===== src/rtl/mult_repeated_add_pkg.sv =====
// Shared types and constants for the repeated-addition multiplier.
//   state_e       : control FSM states with a fixed 2-bit encoding
//   WIDTH_DEFAULT : default operand/result width
package mult_repeated_add_pkg;

   localparam int unsigned WIDTH_DEFAULT = 16;
   localparam int unsigned STATE_W       = 2;

   typedef enum logic [STATE_W-1:0] {
      IDLE = 2'd0,
      CALC = 2'd1,
      DONE = 2'd2
   } state_e;

endpackage : mult_repeated_add_pkg


===== src/rtl/mult_datapath.sv =====
// Datapath for the repeated-addition multiplier: operand/count registers,
// accumulator, adder, decrementer and the count==0 detect.
//   clk, rst_n : clock, asynchronous active-low reset
//   load_en_i  : capture operands, clear accumulator
//   calc_en_i  : one add step (acc += A, B -= 1)
//   a_i, b_i   : operands
//   acc_o      : accumulator register (the product when finished)
//   b_zero_c   : combinational flag, remaining count is zero
module mult_datapath
   import mult_repeated_add_pkg::*;
#(
   parameter int unsigned WIDTH = WIDTH_DEFAULT
) (
   input  logic             clk,
   input  logic             rst_n,
   input  logic             load_en_i,
   input  logic             calc_en_i,
   input  logic [WIDTH-1:0] a_i,
   input  logic [WIDTH-1:0] b_i,
   output logic [WIDTH-1:0] acc_o,
   output logic             b_zero_c
);

   logic [WIDTH-1:0] reg_a_q, reg_a_d;
   logic [WIDTH-1:0] reg_b_q, reg_b_d;
   logic [WIDTH-1:0] acc_q,   acc_d;

   // Next-state: load has priority; the add wraps modulo 2^WIDTH.
   always_comb begin
      reg_a_d = reg_a_q;
      reg_b_d = reg_b_q;
      acc_d   = acc_q;
      if (load_en_i) begin
         reg_a_d = a_i;
         reg_b_d = b_i;
         acc_d   = '0;
      end else if (calc_en_i) begin
         acc_d   = WIDTH'(acc_q + reg_a_q);
         reg_b_d = WIDTH'(reg_b_q - WIDTH'(1));
      end
   end

   always_ff @(posedge clk or negedge rst_n) begin
      if (!rst_n) begin
         reg_a_q <= '0;
         reg_b_q <= '0;
         acc_q   <= '0;
      end else begin
         reg_a_q <= reg_a_d;
         reg_b_q <= reg_b_d;
         acc_q   <= acc_d;
      end
   end

   assign acc_o    = acc_q;
   assign b_zero_c = (reg_b_q == '0);

endmodule : mult_datapath


===== src/rtl/mult_repeated_add.sv =====
// Unsigned multiplier computing A*B by adding A into an accumulator B times.
//   clk               : rising-edge clock
//   reset             : asynchronous active-low reset
//   input_available   : operands valid, sampled in IDLE only
//   operands_bits_A/B : multiplicand / repeat count
//   result_bits_data  : accumulator, A*B mod 2^WIDTH once finished
//   result_rdy        : product valid (DONE state)
//   result_taken      : consumer accepts product, sampled in DONE only
module mult_repeated_add
   import mult_repeated_add_pkg::*;
#(
   parameter int unsigned WIDTH = WIDTH_DEFAULT
) (
   input  logic             clk,
   input  logic             reset,
   input  logic             input_available,
   input  logic [WIDTH-1:0] operands_bits_A,
   input  logic [WIDTH-1:0] operands_bits_B,
   output logic [WIDTH-1:0] result_bits_data,
   output logic             result_rdy,
   input  logic             result_taken
);

   state_e state_q, state_d;
   logic   load_en;
   logic   calc_en;
   logic   b_zero;

   mult_datapath #(
      .WIDTH (WIDTH)
   ) u_datapath (
      .clk       (clk),
      .rst_n     (reset),
      .load_en_i (load_en),
      .calc_en_i (calc_en),
      .a_i       (operands_bits_A),
      .b_i       (operands_bits_B),
      .acc_o     (result_bits_data),
      .b_zero_c  (b_zero)
   );

   always_ff @(posedge clk or negedge reset) begin
      if (!reset) begin
         state_q <= IDLE;
      end else begin
         state_q <= state_d;
      end
   end

   // Next-state and control decode; the illegal encoding recovers to IDLE.
   always_comb begin
      state_d    = state_q;
      load_en    = 1'b0;
      calc_en    = 1'b0;
      result_rdy = 1'b0;
      case (state_q)
         IDLE: begin
            if (input_available) begin
               load_en = 1'b1;
               state_d = CALC;
            end
         end
         CALC: begin
            if (b_zero) begin
               state_d = DONE;
            end else begin
               calc_en = 1'b1;
            end
         end
         DONE: begin
            result_rdy = 1'b1;
            if (result_taken) begin
               state_d = IDLE;
            end
         end
         default: begin
            state_d = IDLE;
         end
      endcase
   end

endmodule : mult_repeated_add


===== config.mk =====
export PLATFORM = sky130hd
export DESIGN_NAME = mult_repeated_add
export DESIGN_NICKNAME = d
export VERILOG_FILES = /design/src/rtl/mult_repeated_add_pkg.sv /design/src/rtl/mult_datapath.sv /design/src/rtl/mult_repeated_add.sv
export SDC_FILE = /design/constraint.sdc
export NUM_CORES = 1
export LEC_CHECK = 0
export ABC_AREA = 1
export BUFFER_PORTS_ARGS = -buffer_cell sky130_fd_sc_hd__buf_2
export CORE_UTILIZATION = 50
export CTS_BUF_LIST = sky130_fd_sc_hd__clkbuf_2
export CTS_CLUSTER_SIZE = 8
export DETAILED_ROUTE_END_ITERATION = 6
export PLACE_DENSITY = 0.72
export SYNTH_ARGS = -nofsm -noshare
export SYNTH_HDL_FRONTEND = slang
export SYNTH_SLANG_ARGS = --single-unit

===== constraint.sdc =====
create_clock -name clk -period 4.1 [get_ports clk]
set_clock_uncertainty 0.05 [all_clocks]
set_input_delay 0.615 -clock clk [delete_from_list [all_inputs] [get_ports clk]]
set_output_delay 0.615 -clock clk [all_outputs]
set_load 0.01 [all_outputs]

==> impl_results.html, run 1 <==
<table>
<tr><th>Metric</th><th>Value</th></tr>
<tr><th colspan="2">Placement</th></tr>
<tr><td>Detailed Place HPWL</td><td>5480 um</td></tr>
<tr><td>Placement Setup Slack</td><td>roughly 2.1 ns</td></tr>
<tr><td>GPL Wtd Cong</td><td>0.870</td></tr>
<tr><td># port buffers</td><td>52</td></tr>
<tr><th colspan="2">Synthesis</th></tr>
<tr><td>Share of flip-flops with an asynchronous set or reset</td><td>100%</td></tr>
<tr><td>Cell count after synthesis</td><td>493</td></tr>
<tr><td>Sequential fraction of the synthesis area</td><td>between 30 and 40%</td></tr>
<tr><td>EDFF count, synth</td><td>0</td></tr>
<tr><td>Yosys warning count</td><td>0</td></tr>
<tr><td>Predominant post-synthesis flop cell</td><td>sky130_fd_sc_hd__dfrtp_1</td></tr>
<tr><td>Total nets after synthesis</td><td>547</td></tr>
<tr><td>Post-synthesis share of cell area spent on and, or, nand and nor gates</td><td>between 30 and 40%</td></tr>
<tr><td>Post-synthesis sequential element count</td><td>50</td></tr>
<tr><td>Dominant cell by count in the synthesized netlist</td><td>sky130_fd_sc_hd__nand2_1</td></tr>
<tr><td>Xor/xnor cell area share of the yosys netlist</td><td>1.81%</td></tr>
<tr><td>Adder and majority gate portion of the synthesized area</td><td>just under 7%</td></tr>
<tr><td>Post-Syn Area</td><td>3390 um^2</td></tr>
<tr><td>Proportion of synthesized area in mux cells</td><td>0%</td></tr>
<tr><td>Commonest cells in the netlist</td><td>sky130_fd_sc_hd__nand2_1 (193), sky130_fd_sc_hd__nand3_1 (65), sky130_fd_sc_hd__inv_1 (52), sky130_fd_sc_hd__dfrtp_1 (50), sky130_fd_sc_hd__nor2_1 (27)</td></tr>
<tr><td>Synth cell types</td><td>30</td></tr>
<tr><td>Share of the synthesized area in the top cell type</td><td>36.9%</td></tr>
<tr><td>Syn_area_per_cell</td><td>6.88 um^2</td></tr>
<tr><td>Top area cells in the synthesized netlist</td><td>sky130_fd_sc_hd__dfrtp_1 (37%), sky130_fd_sc_hd__nand2_1 (21%), sky130_fd_sc_hd__nand3_1 (9.6%)</td></tr>
<tr><td>Combinational family with the most area after synthesis</td><td>simple AND/OR/NAND/NOR gates</td></tr>
<tr><td>Fraction of the mapped netlist area in compound gates</td><td>under 10%</td></tr>
<tr><td>Leading area contributor after synthesis</td><td>sky130_fd_sc_hd__dfrtp_1</td></tr>
<tr><th colspan="2">Clock tree</th></tr>
<tr><td>Inserted Clock Buffers</td><td>5</td></tr>
<tr><td>Register clock-pin slew on the reported worst setup and hold paths</td><td>0.29 ns</td></tr>
<tr><td>Cell at the root of the clock tree</td><td>sky130_fd_sc_hd__clkbuf_2</td></tr>
<tr><td>Post-CTS setup buffer count</td><td>0</td></tr>
<tr><td>Number of cells upsized or downsized after cts</td><td>0</td></tr>
<tr><td>CTS max path bufs</td><td>2</td></tr>
<tr><td>CTS Sinks</td><td>50</td></tr>
<tr><td>Clk_lat worst skew</td><td>0.45 ns</td></tr>
<tr><td>Count of hold-fix buffers inserted at cts</td><td>0</td></tr>
<tr><td>Deepest level of the CTS H-tree</td><td>2</td></tr>
<tr><td>CTS tree</td><td>yes</td></tr>
<tr><th colspan="2">Drt</th></tr>
<tr><td>DRC errors left</td><td>3</td></tr>
<tr><td>Post-DRT Antenna Nets</td><td>0</td></tr>
<tr><td>Final routed wirelength across all metal layers</td><td>~8000 um</td></tr>
<tr><td>Number of DRC markers in iteration 0</td><td>170</td></tr>
<tr><td>Via count</td><td>3,176</td></tr>
<tr><td>Detail-routed via count per cell</td><td>slightly above 5</td></tr>
<tr><td>Number of detailed-routing iterations run before antenna repair</td><td>7</td></tr>
<tr><td>Routed wire length per instance</td><td>12.6 um</td></tr>
<tr><th colspan="2">Final layout</th></tr>
<tr><td>Ratio of cells with drive above 1 in the final layout</td><td>between 10% and 20%</td></tr>
<tr><td>Seq. cell area</td><td>1250 um^2</td></tr>
<tr><td>Number of nets in the layout</td><td>593</td></tr>
<tr><td>Number of antenna diodes</td><td>0</td></tr>
<tr><td>Multi-input combinational cell area</td><td>between 1500 and 2000 um^2</td></tr>
<tr><td>Fillers</td><td>between 600 and 700</td></tr>
<tr><td>Area Growth Syn to Fin</td><td>10.3%</td></tr>
<tr><th colspan="2">Timing</th></tr>
<tr><td>Final-report max-slew violation count</td><td>0</td></tr>
<tr><td>Final worst setup slack</td><td>roughly 2.1 ns</td></tr>
<tr><td>Final-layout worst hold slack</td><td>0.155 ns</td></tr>
<tr><td>Clock period minus worst slack</td><td>1.98 ns</td></tr>
<tr><td>RSZ-0062 raised after global routing</td><td>false</td></tr>
<tr><td>Relative slew slack</td><td>56.1%</td></tr>
<tr><td>Tcrit/Tclk final</td><td>48.4%</td></tr>
<tr><td>Slew at the pin closest to its max-slew limit</td><td>0.659 ns</td></tr>
<tr><td>Highest clock frequency the design can meet</td><td>0.504 GHz</td></tr>
<tr><td>Setup TNS</td><td>0 ns</td></tr>
<tr><td>Final setup vio count</td><td>0</td></tr>
<tr><td>Hold violation count in the final report</td><td>0</td></tr>
<tr><th colspan="2">Power</th></tr>
<tr><td>Worst IR drop on VDD</td><td>0.342 mV</td></tr>
<tr><td>Cell area power density</td><td>just over 800 nW/um^2</td></tr>
<tr><td>Total Power Consumption</td><td>3.07 mW</td></tr>
<tr><td>P_leak</td><td>2.12 nW</td></tr>
<tr><th colspan="2">Die</th></tr>
<tr><td>Horizontal die dimension</td><td>84.4 um</td></tr>
<tr><td>Initial cell density of the core</td><td>52.5%</td></tr>
<tr><td>Die area</td><td>7120 um^2</td></tr>
<tr><td>Core box area</td><td>6460 um^2</td></tr>
<tr><td>Boundary Pins</td><td>53</td></tr>
<tr><td># rows</td><td>29</td></tr>
<tr><td>Die extent in y</td><td>roughly 84 um</td></tr>
<tr><th colspan="2">Global routing</th></tr>
<tr><td>Total congestion overflow</td><td>0</td></tr>
<tr><td>Global-route met3 utilization</td><td>under 10%</td></tr>
<tr><td>Highest-utilization routing layer at the global route stage</td><td>met2</td></tr>
<tr><td>Number of antenna violations at the first check in global routing</td><td>0</td></tr>
<tr><td>Pin count of the biggest net entering global routing</td><td>56</td></tr>
<tr><td>Wire length of the first global-routing pass</td><td>13,200 um</td></tr>
<tr><td>Vias in the first global route</td><td>2,911</td></tr>
<tr><td>GR Util All Layers</td><td>a little under a quarter</td></tr>
<tr><td>Met1 demand-to-capacity share in global routing</td><td>31.0%</td></tr>
<tr><td>Met2 GRT Util</td><td>slightly below 40%</td></tr>
<tr><th colspan="2">Setup path</th></tr>
<tr><td>Crit path required time</td><td>4.42 ns</td></tr>
<tr><td>Worst Path Class, Setup</td><td>reg -&gt; reg</td></tr>
<tr><td>Critical path startpoint category</td><td>register</td></tr>
<tr><td>Nature of the critical path endpoint</td><td>register</td></tr>
<tr><td>Critical Path Fanout Max</td><td>3</td></tr>
<tr><td>Critical Path AT</td><td>2.30 ns</td></tr>
<tr><th colspan="2">Run status</th></tr>
<tr><td>Violations in the final reports</td><td>DRC</td></tr>
<tr><td>Result of the run</td><td>finished, violations left</td></tr>
<tr><th colspan="2">Worst hold path</th></tr>
<tr><td>Path category of the worst min-delay check</td><td>in -&gt; async</td></tr>
<tr><th colspan="2">Job</th></tr>
<tr><td>Max-capacitance violation count</td><td>0</td></tr>
</table>
[placed cells by master, fill, tap and decap left out, drive strengths merged]
cell	instances
nand4	2
or2	4
inv	54
o211ai	4
nor3	7
bufinv	1
clkinv	2
xor2	3
nor2	35
nand3	65
xnor2	4
a21oi	9
o21ai	19
nand2	196
dfrtp	50
buf	54
nand3b	5
ha	17
o21bai	1
o31ai	1
and2	1
fa	1
clkbuf	5
[kinds of logic (layout without fill, tap and decap cells)]
group | Yosys count | in the layout
and+or+nand+nor | 315 | 315
buffers and inverters | 69 | 116
xor gates and xnor gates | 7 | 7
AOI/OAI and AO/OA | 34 | 34
adders and majority gates | 18 | 18
DFF | 50 | 50
[final cells by class]
cell class | count | area share (%)
Sequential cell | 50 | 33.5
Timing Repair Buffer | 54 | 7.36
Tap cell | 77 | 2.58
Inverter | 54 | 5.42
Multi-Input combinational cell | 374 | 49.4
Clock inverter | 3 | 1.07
Clock buffer | 5 | 0.669
[critical path, cell delays in order (launching register included)]
cell                       delay, ns
sky130_fd_sc_hd__dfrtp_1        0.47
sky130_fd_sc_hd__ha_1           0.23
sky130_fd_sc_hd__fa_1           0.41
sky130_fd_sc_hd__nand2_1        0.09
sky130_fd_sc_hd__nand2_1        0.08
sky130_fd_sc_hd__nand3b_1       0.10
sky130_fd_sc_hd__nand2_1        0.13
sky130_fd_sc_hd__nand2_1        0.12
sky130_fd_sc_hd__nand3_1        0.08
sky130_fd_sc_hd__nand3_1        0.09
sky130_fd_sc_hd__nand2_1        0.05
[where the power goes]
group          switching, mW  internal, mW
combinational           1.18         0.679
clock                  0.171         0.101
sequential             0.203         0.731
total                   1.55          1.51
[metal layers]
metal  vias to the layer above  share of wire [%]
met5                         -                  0
met2                        60                 47
met4                         0               0.80
li1                       1650                  -
met1                      1461                 49
met3                         5                3.9
[sequential cells by signal, summed over array words and instances, names as in the netlist]
register / flops
u_datapath.acc_o: 16
u_datapath.reg_a_q: 16
u_datapath.reg_b_q: 16
state_q: 2
[path summary, 6_finish.rpt]
| kind | cells past startpoint | from | end | slack (ns) |
|---|---|---|---|---|
| min reg2reg | 2 | u_datapath.reg_a_q[0] | u_datapath.reg_a_q[0] | 0.48 |
| max reg2reg | 10 | u_datapath.acc_o[0] | u_datapath.acc_o[14] | 2.12 |
| max | 10 | u_datapath.acc_o[0] | u_datapath.acc_o[14] | 2.12 |
| max in group asynchronous | 2 | reset | u_datapath.reg_a_q[12] | 3.37 |
| min | 2 | reset | u_datapath.reg_b_q[15] | 0.16 |
| min in group clk | 2 | result_taken | state_q[1] | 0.27 |
[metrics by stage]
step	cell area [um^2]	utilization [%]	cells
4_1_cts	3740	57.9	617
2_1_floorplan	3390	-	493
6_report	3740	57.9	617
3_5_place_dp	3670	56.9	609
5_1_grt	3740	57.9	617
3_3_place_gp	3670	56.9	609
No activity file was read; power rests on OpenSTA's default activity.
==> run 2, diff against run 1 <==
==> constraint.sdc (replaced) <==
create_clock -name clk -period 1.9 [get_ports clk]
set_clock_uncertainty 0.05 [all_clocks]
set_input_delay 0.285 -clock clk [delete_from_list [all_inputs] [get_ports clk]]
set_output_delay 0.285 -clock clk [all_outputs]
set_load 0.01 [all_outputs]
==> run 2 against run 1 <==
Net effect: combinational power up 130%; first-iteration DRC count down 0.59%; maximum frequency grew 11%; non-clock buffer count grew 30; sequential cell count did not move; clock power up 120%; wire length increased by 7.4%; clock-buffer cell count is the same; core utilization is 5.3 points higher; the flow still finishes with violations (DRC); critical endpoint is now u_datapath.acc_o[10]; register-to-register slack got worse by 2.0 ns; sequential share of layout area decreased by 2.8 points; final cell count is 4.9% higher.
==> impl_results.html, run 2 (synthesis results as in run 1) <==
<table>
<tr><th>Metric</th><th>Value</th></tr>
<tr><th colspan="2">Final layout</th></tr>
<tr><td>Area Growth Syn to Fin</td><td>20.4%</td></tr>
<tr><td>Highest-count cells in the layout ignoring fill and taps</td><td>sky130_fd_sc_hd__nand2_1 (189), sky130_fd_sc_hd__nand3_1 (64), sky130_fd_sc_hd__inv_1 (52), sky130_fd_sc_hd__buf_2 (52), sky130_fd_sc_hd__dfrtp_1 (50)</td></tr>
<tr><td>Most common cell after layout, fill and taps aside</td><td>sky130_fd_sc_hd__nand2_1</td></tr>
<tr><td>Ratio of cells with drive above 1 in the final layout</td><td>between 10% and 20%</td></tr>
<tr><td>Final Util</td><td>63.3%</td></tr>
<tr><td>Multi-input combinational cell area</td><td>around 1900 um^2</td></tr>
<tr><td>Number of antenna diodes</td><td>0</td></tr>
<tr><td>Seq. cell area</td><td>1250 um^2</td></tr>
<tr><td>Number of nets in the layout</td><td>623</td></tr>
<tr><td>Fillers</td><td>~620</td></tr>
<tr><td>Final instance area</td><td>4090 um^2</td></tr>
<tr><td>Number of standard cells in the final layout excluding fillers</td><td>647</td></tr>
<tr><th colspan="2">Power</th></tr>
<tr><td>Int Power</td><td>3.45 mW</td></tr>
<tr><td>Psw</td><td>3.50 mW</td></tr>
<tr><td>Worst IR drop on VDD</td><td>0.926 mV</td></tr>
<tr><td>Total Power Consumption</td><td>6.95 mW</td></tr>
<tr><td>Clock group share of total power</td><td>8.6%</td></tr>
<tr><td>Fraction of power spent switching nets</td><td>approximately 50%</td></tr>
<tr><td>Logic pwr share</td><td>61.9%</td></tr>
<tr><td>Seq pwr share</td><td>29.5%</td></tr>
<tr><td>P_leak</td><td>2.25 nW</td></tr>
<tr><td>Cell area power density</td><td>between 1500 and 2000 nW/um^2</td></tr>
<tr><th colspan="2">Timing</th></tr>
<tr><td>Highest clock frequency the design can meet</td><td>about 0.56 GHz</td></tr>
<tr><td>Final setup vio count</td><td>0</td></tr>
<tr><td>RSZ-0062 raised after global routing</td><td>true</td></tr>
<tr><td>Relative slew slack</td><td>about three fifths</td></tr>
<tr><td>Final-report max-slew violation count</td><td>0</td></tr>
<tr><td>Final-layout worst hold slack</td><td>0.0432 ns</td></tr>
<tr><td>Hold violation count in the final report</td><td>0</td></tr>
<tr><td>Clock period minus worst slack</td><td>around 1.8 ns</td></tr>
<tr><td>Tcrit/Tclk final</td><td>94.2%</td></tr>
<tr><td>Slew at the pin closest to its max-slew limit</td><td>~0.58 ns</td></tr>
<tr><td>Setup TNS</td><td>0 ns</td></tr>
<tr><td>Final worst setup slack</td><td>0.110 ns</td></tr>
<tr><th colspan="2">Global routing</th></tr>
<tr><td>Total congestion overflow</td><td>0</td></tr>
<tr><td>Vias in the first global route</td><td>3,149</td></tr>
<tr><td>GR Util All Layers</td><td>between 20 and 25%</td></tr>
<tr><td>Number of antenna violations at the first check in global routing</td><td>0</td></tr>
<tr><td>Pin count of the biggest net entering global routing</td><td>29</td></tr>
<tr><td>Wire length of the first global-routing pass</td><td>about 14,000 um</td></tr>
<tr><th colspan="2">Die</th></tr>
<tr><td>Die extent in y</td><td>about 84 um</td></tr>
<tr><td>Horizontal die dimension</td><td>84.4 um</td></tr>
<tr><td>Initial cell density of the core</td><td>52.5%</td></tr>
<tr><td>Core box area</td><td>6460 um^2</td></tr>
<tr><td># rows</td><td>29</td></tr>
<tr><td>Boundary Pins</td><td>53</td></tr>
<tr><td>Die area</td><td>7120 um^2</td></tr>
<tr><th colspan="2">Drt</th></tr>
<tr><td>Post-DRT Antenna Nets</td><td>0</td></tr>
<tr><td>Via count</td><td>3,330</td></tr>
<tr><td>Routed wire length per instance</td><td>approximately 13 um</td></tr>
<tr><td>DRC errors left</td><td>3</td></tr>
<tr><td>Final routed wirelength across all metal layers</td><td>8340 um</td></tr>
<tr><td>Detail-routed via count per cell</td><td>5.15</td></tr>
<tr><td>Number of DRC markers in iteration 0</td><td>169</td></tr>
<tr><td>Number of detailed-routing iterations run before antenna repair</td><td>6</td></tr>
<tr><th colspan="2">Setup path</th></tr>
<tr><td>Largest stage delay on the critical path</td><td>~0.47 ns</td></tr>
<tr><td>Cells along the critical path</td><td>ha_1 -&gt; fa_2 -&gt; nand2_1 -&gt; nand2_1 -&gt; nand3b_1 -&gt; nand2_2 -&gt; nand2_1 -&gt; nand3b_1 -&gt; nand3_1 -&gt; nand2_1</td></tr>
<tr><td>Cell family with the largest share of critical-path delay</td><td>simple AND/OR/NAND/NOR gates</td></tr>
<tr><td>Critical Path AT</td><td>2.11 ns</td></tr>
<tr><td>Worst Path Class, Setup</td><td>reg -&gt; reg</td></tr>
<tr><td>Most numerous cell on the critical path</td><td>sky130_fd_sc_hd__nand2_1</td></tr>
<tr><td>Critical Path Fanout Max</td><td>3</td></tr>
<tr><td>FF-to-FF setup slack</td><td>between 0.1 and 0.15 ns</td></tr>
<tr><td>Crit path required time</td><td>2.22 ns</td></tr>
<tr><td>CP Buf/Inv Count</td><td>0</td></tr>
<tr><td>CP max stage cell</td><td>sky130_fd_sc_hd__dfrtp_1</td></tr>
<tr><td>Critical path startpoint category</td><td>register</td></tr>
<tr><td>Nature of the critical path endpoint</td><td>register</td></tr>
<tr><th colspan="2">Clock tree</th></tr>
<tr><td>Register clock-pin slew on the reported worst setup and hold paths</td><td>around 0.28 ns</td></tr>
<tr><td>Inserted Clock Buffers</td><td>5</td></tr>
<tr><td>CTS tree</td><td>yes</td></tr>
<tr><td>Cell at the root of the clock tree</td><td>sky130_fd_sc_hd__clkbuf_2</td></tr>
<tr><td>Clk_lat worst skew</td><td>about 0.46 ns</td></tr>
<tr><td>CTS max path bufs</td><td>2</td></tr>
<tr><td>CTS Sinks</td><td>50</td></tr>
<tr><td>Deepest level of the CTS H-tree</td><td>2</td></tr>
<tr><th colspan="2">Placement</th></tr>
<tr><td>Detailed Place HPWL</td><td>6000 um</td></tr>
<tr><td>GPL Wtd Cong</td><td>roughly 0.90</td></tr>
<tr><td>Post-placement cell count</td><td>614</td></tr>
<tr><td># port buffers</td><td>52</td></tr>
<tr><td>Post-Place Cell Area</td><td>3720 um^2</td></tr>
<tr><td>Placement Setup Slack</td><td>slightly above 0.07 ns</td></tr>
<tr><th colspan="2">Job</th></tr>
<tr><td>Max-capacitance violation count</td><td>0</td></tr>
<tr><th colspan="2">Run status</th></tr>
<tr><td>Result of the run</td><td>finished, violations left</td></tr>
<tr><td>Violations in the final reports</td><td>DRC</td></tr>
<tr><th colspan="2">Worst hold path</th></tr>
<tr><td>Path category of the worst min-delay check</td><td>in -&gt; reg</td></tr>
</table>
[run 2: changes by cell type in the layout (fill, tap and decap cells not counted), sizes merged]
cell         delta
inv             +1
buf             +7
dlygate4sd3    +23
clkinv          -1
[run 2: what timing repair did]
item	4_1_cts	5_1_grt
endpoints found under the hold margin	44	0
gates resized for setup	0	10
buffers inserted	0	2
setup endpoints to repair	0	8
hold buffers	23	0
[run 2: worst paths after layout]
kind                                              end                start  cells after the start
worst max register to register   u_datapath.acc_o[10]  u_datapath.acc_o[0]                     10
worst max-delay path             u_datapath.acc_o[10]  u_datapath.acc_o[0]                     10
max in group asynchronous       u_datapath.reg_b_q[8]                reset                      3
min in group asynchronous       u_datapath.reg_a_q[9]                reset                      2
worst min register to register             state_q[1]           state_q[0]                      1
worst min-delay path            u_datapath.reg_b_q[6]   operands_bits_B[6]                      3
[run 2: layout make-up]
type | count | area share [%]
clock buffer | 5 | 0.613
clock inverter | 3 | 1.04
inverter | 54 | 4.96
multi-input combinational | 374 | 46.4
sequential | 50 | 30.6
tap | 77 | 2.36
timing repair buffer | 84 | 14.0
[run 2: worst register-to-register path, delay by kind of cell, from the launching register on]
family	cells	cell delay (ns)
adder cells (fa/ha/maj)	2	0.58
AND/OR/NAND/NOR	8	0.61
flip-flops	1	0.47
[run 2: power by group through the flow]
stage | clock (mW) | combinational [mW] | sequential, mW
after floorplan | 0 | 3.16 | 2.01
after CTS | 0.619 | 4.18 | 2.02
final | 0.600 | 4.30 | 2.05
after detailed placement | 0 | 4.12 | 2.04
after global routing | 0.647 | 4.90 | 2.11
after global placement | 0 | 4.03 | 2.02
[run 2: routing by layer]
layer  track usage [%]  up-vias  wire length [um]
li1                  -     1713                 -
met1              33.5     1530              3990
met2              42.5       77              3810
met3              3.74       10               429
met4              6.63        0               114
met5                 0        -                 0
==> run 3, diff against run 2 <==
--- a/config.mk
+++ b/config.mk
@@ -11,6 +11,7 @@
 export CTS_BUF_LIST = sky130_fd_sc_hd__clkbuf_2
 export CTS_CLUSTER_SIZE = 8
 export DETAILED_ROUTE_END_ITERATION = 6
+export MAX_ROUTING_LAYER = met4
 export PLACE_DENSITY = 0.72
 export SYNTH_ARGS = -nofsm -noshare
 export SYNTH_HDL_FRONTEND = slang
==> run 3 against run 2 <==
Net effect: the run still ends with DRC left; hold slack better by 0.0051 ns; largest power group unchanged; first-iteration DRC count is 12% higher; clock-buffer cell count stayed put; critical endpoint unchanged; maximum frequency is 1.3% higher.
==> impl_results.html, run 3 (synthesis results as in run 1) <==
<table>
<tr><th>Metric</th><th>Value</th></tr>
<tr><th colspan="2">Run status</th></tr>
<tr><td>Result of the run</td><td>finished, violations left</td></tr>
<tr><td>Violations in the final reports</td><td>DRC</td></tr>
<tr><th colspan="2">Clock tree</th></tr>
<tr><td>Clk_lat worst skew</td><td>0.46 ns</td></tr>
<tr><td>Post-CTS setup buffer count</td><td>0</td></tr>
<tr><td>CTS Sinks</td><td>50</td></tr>
<tr><td>Deepest level of the CTS H-tree</td><td>2</td></tr>
<tr><td>CTS tree</td><td>yes</td></tr>
<tr><td>CTS max path bufs</td><td>2</td></tr>
<tr><td>Register clock-pin slew on the reported worst setup and hold paths</td><td>0.27 ns</td></tr>
<tr><td>Cell at the root of the clock tree</td><td>sky130_fd_sc_hd__clkbuf_2</td></tr>
<tr><td>Inserted Clock Buffers</td><td>5</td></tr>
<tr><th colspan="2">Timing</th></tr>
<tr><td>Clock period minus worst slack</td><td>1.77 ns</td></tr>
<tr><td>Final worst setup slack</td><td>0.133 ns</td></tr>
<tr><td>Final setup vio count</td><td>0</td></tr>
<tr><td>Relative slew slack</td><td>about 77%</td></tr>
<tr><td>Final-report max-slew violation count</td><td>0</td></tr>
<tr><td>RSZ-0062 raised after global routing</td><td>true</td></tr>
<tr><td>Hold violation count in the final report</td><td>0</td></tr>
<tr><td>Highest clock frequency the design can meet</td><td>approximately 0.57 GHz</td></tr>
<tr><td>Slew at the pin closest to its max-slew limit</td><td>0.349 ns</td></tr>
<tr><td>Tcrit/Tclk final</td><td>93.0%</td></tr>
<tr><th colspan="2">Setup path</th></tr>
<tr><td>Critical Path AT</td><td>2.11 ns</td></tr>
<tr><td>FF-to-FF setup slack</td><td>0.13 ns</td></tr>
<tr><td>Cell depth of the worst flop-to-flop path</td><td>10</td></tr>
<tr><td>Worst Path Class, Setup</td><td>reg -&gt; reg</td></tr>
<tr><td>Launch instance of the worst register-to-register path</td><td>u_datapath.acc_o[0]</td></tr>
<tr><td>Critical path startpoint category</td><td>register</td></tr>
<tr><td>Nature of the critical path endpoint</td><td>register</td></tr>
<tr><td>Critical Path Fanout Max</td><td>3</td></tr>
<tr><td>R2r endpoint</td><td>u_datapath.acc_o[10]</td></tr>
<tr><td>Crit path required time</td><td>2.24 ns</td></tr>
<tr><th colspan="2">Global routing</th></tr>
<tr><td>Pin count of the biggest net entering global routing</td><td>51</td></tr>
<tr><td>Wire length of the first global-routing pass</td><td>14,300 um</td></tr>
<tr><td>GR Util All Layers</td><td>26.0%</td></tr>
<tr><td>Number of antenna violations at the first check in global routing</td><td>0</td></tr>
<tr><td>Total congestion overflow</td><td>0</td></tr>
<tr><td>Vias in the first global route</td><td>between 3,000 and 4,000</td></tr>
<tr><th colspan="2">Placement</th></tr>
<tr><td>Placement Setup Slack</td><td>0.0664 ns</td></tr>
<tr><td>GPL Wtd Cong</td><td>0.943</td></tr>
<tr><td>Detailed Place HPWL</td><td>slightly below 6000 um</td></tr>
<tr><td># port buffers</td><td>52</td></tr>
<tr><th colspan="2">Drt</th></tr>
<tr><td>Length of routed wiring on met1</td><td>3950 um</td></tr>
<tr><td>Met3 Wirelength</td><td>between 500 and 600 um</td></tr>
<tr><td>Number of detailed-routing iterations run before antenna repair</td><td>7</td></tr>
<tr><td>Amount of wire on met2 after detailed routing</td><td>around 3800 um</td></tr>
<tr><td>Via count</td><td>3,346</td></tr>
<tr><td>Final routed wirelength across all metal layers</td><td>about 8300 um</td></tr>
<tr><td>Routed wire length per instance</td><td>12.9 um</td></tr>
<tr><td>DRC errors left</td><td>3</td></tr>
<tr><td>Top Metal Used</td><td>met4</td></tr>
<tr><td>Detail-routed via count per cell</td><td>5.17</td></tr>
<tr><td>Number of DRC markers in iteration 0</td><td>190</td></tr>
<tr><td>Post-DRT Antenna Nets</td><td>0</td></tr>
<tr><th colspan="2">Die</th></tr>
<tr><td>Initial cell density of the core</td><td>52.5%</td></tr>
<tr><td># rows</td><td>29</td></tr>
<tr><td>Horizontal die dimension</td><td>84.4 um</td></tr>
<tr><td>Core box area</td><td>6460 um^2</td></tr>
<tr><td>Boundary Pins</td><td>53</td></tr>
<tr><td>Die area</td><td>around 7100 um^2</td></tr>
<tr><td>Die extent in y</td><td>roughly 84 um</td></tr>
<tr><th colspan="2">Final layout</th></tr>
<tr><td>Number of nets in the layout</td><td>623</td></tr>
<tr><td>Highest-count cells in the layout ignoring fill and taps</td><td>sky130_fd_sc_hd__nand2_1 (188), sky130_fd_sc_hd__nand3_1 (64), sky130_fd_sc_hd__inv_1 (52), sky130_fd_sc_hd__buf_2 (52), sky130_fd_sc_hd__dfrtp_1 (50)</td></tr>
<tr><td>Ratio of cells with drive above 1 in the final layout</td><td>17.2%</td></tr>
<tr><td>Number of antenna diodes</td><td>0</td></tr>
<tr><td>Most common cell after layout, fill and taps aside</td><td>sky130_fd_sc_hd__nand2_1</td></tr>
<tr><td>Fillers</td><td>617</td></tr>
<tr><td>Area Growth Syn to Fin</td><td>20.8%</td></tr>
<tr><th colspan="2">Worst hold path</th></tr>
<tr><td>Endpoint of the worst hold-timing path</td><td>u_datapath.reg_b_q[13]</td></tr>
<tr><td>Hold wc startpoint</td><td>operands_bits_B[13]</td></tr>
<tr><td>Path category of the worst min-delay check</td><td>in -&gt; reg</td></tr>
<tr><td>Hold Path Stages</td><td>3</td></tr>
<tr><th colspan="2">Power</th></tr>
<tr><td>Logic pwr share</td><td>between 60% and 70%</td></tr>
<tr><td>Worst IR drop on VDD</td><td>0.827 mV</td></tr>
<tr><td>Total Power Consumption</td><td>7.01 mW</td></tr>
<tr><td>Seq pwr share</td><td>29.0%</td></tr>
<tr><td>Fraction of power spent switching nets</td><td>a little under 50%</td></tr>
<tr><td>Int Power</td><td>3.54 mW</td></tr>
<tr><td>Clock group share of total power</td><td>10.3%</td></tr>
<tr><td>Cell area power density</td><td>1710 nW/um^2</td></tr>
<tr><td>Psw</td><td>3.47 mW</td></tr>
<tr><td>P_leak</td><td>2.27 nW</td></tr>
<tr><th colspan="2">Job</th></tr>
<tr><td>Max-capacitance violation count</td><td>0</td></tr>
</table>
## run 3: cell count changes in the layout (fill, tap and decap cells not counted), sizes merged
cell | before | now
buf | 61 | 60
bufinv | 1 | 2
dlygate4sd3 | 23 | 24
inv | 55 | 54
## run 3: worst max path at each step
stage	startpoint	to	slack (ns)	depth (start not counted)
6_report	u_datapath.acc_o[0]	u_datapath.acc_o[10]	0.13	10
5_1_grt	u_datapath.acc_o[0]	u_datapath.acc_o[14]	-0.02	11
4_1_cts	u_datapath.acc_o[0]	u_datapath.acc_o[12]	0.04	10
3_5_place_dp	u_datapath.acc_o[0]	u_datapath.acc_o[14]	0.07	10
3_3_place_gp	u_datapath.acc_o[0]	u_datapath.acc_o[14]	0.1	10
2_1_floorplan	u_datapath.acc_o[0]	u_datapath.acc_o[12]	0.14	9
## run 3: layout make-up
cell class	instances	area, um^2	area share (%)
Clock buffer	5	25.0	0.611
Clock inverter	3	63.8	1.56
Inverter	54	203	4.95
Sequential cell	50	1250	30.5
Timing Repair Buffer	84	586	14.3
Tap cell	77	96.3	2.35
Multi-Input combinational cell	374	1870	45.7
## run 3: critical path: stages, from the launching register on
cell,delay (ns)
sky130_fd_sc_hd__dfrtp_1,0.46
sky130_fd_sc_hd__ha_2,0.20
sky130_fd_sc_hd__fa_2,0.36
sky130_fd_sc_hd__nand2_1,0.09
sky130_fd_sc_hd__nand2_1,0.08
sky130_fd_sc_hd__nand3b_1,0.10
sky130_fd_sc_hd__nand2_2,0.08
sky130_fd_sc_hd__nand2_1,0.08
sky130_fd_sc_hd__nand3b_1,0.08
sky130_fd_sc_hd__nand3_1,0.08
sky130_fd_sc_hd__nand2_1,0.05
## run 3: timing repair
| action | in CTS | in global routing |
|---|---|---|
| resized for setup | 0 | 9 |
| hold buffers | 24 | 0 |
| setup endpoints to repair | 0 | 10 |
| endpoints found under the hold margin | 73 | 0 |
## run 3: routing by layer
layer  GRT usage, %  vias up
met5              -        -
met4           7.09        0
met3           3.83       10
met2           40.8       90
met1           35.5     1533
li1               -     1713
## run 3: power groups by stage
stage	Sequential [mW]	Combinational, mW	Clock (mW)
2_1_floorplan	2.01	3.16	0
3_3_place_gp	2.03	4.03	0
3_5_place_dp	2.04	4.14	0
4_1_cts	2.02	4.19	0.740
5_1_grt	2.09	4.87	0.774
6_report	2.03	4.26	0.720
## run 3: per-stage QoR
step	setup TNS, ns	hold slack (ns)	utilization (%)	cells	instance area (um^2)
4_1_cts	0	0.0316	63.1	647	4070
3_3_place_gp	0	0.248	58.0	615	3740
2_1_floorplan	0	-0.0606	-	493	3390
3_5_place_dp	0	0.251	58.0	615	3740
6_report	0	0.0483	63.4	647	4100
5_1_grt	-0.0246	0.0295	63.4	647	4100
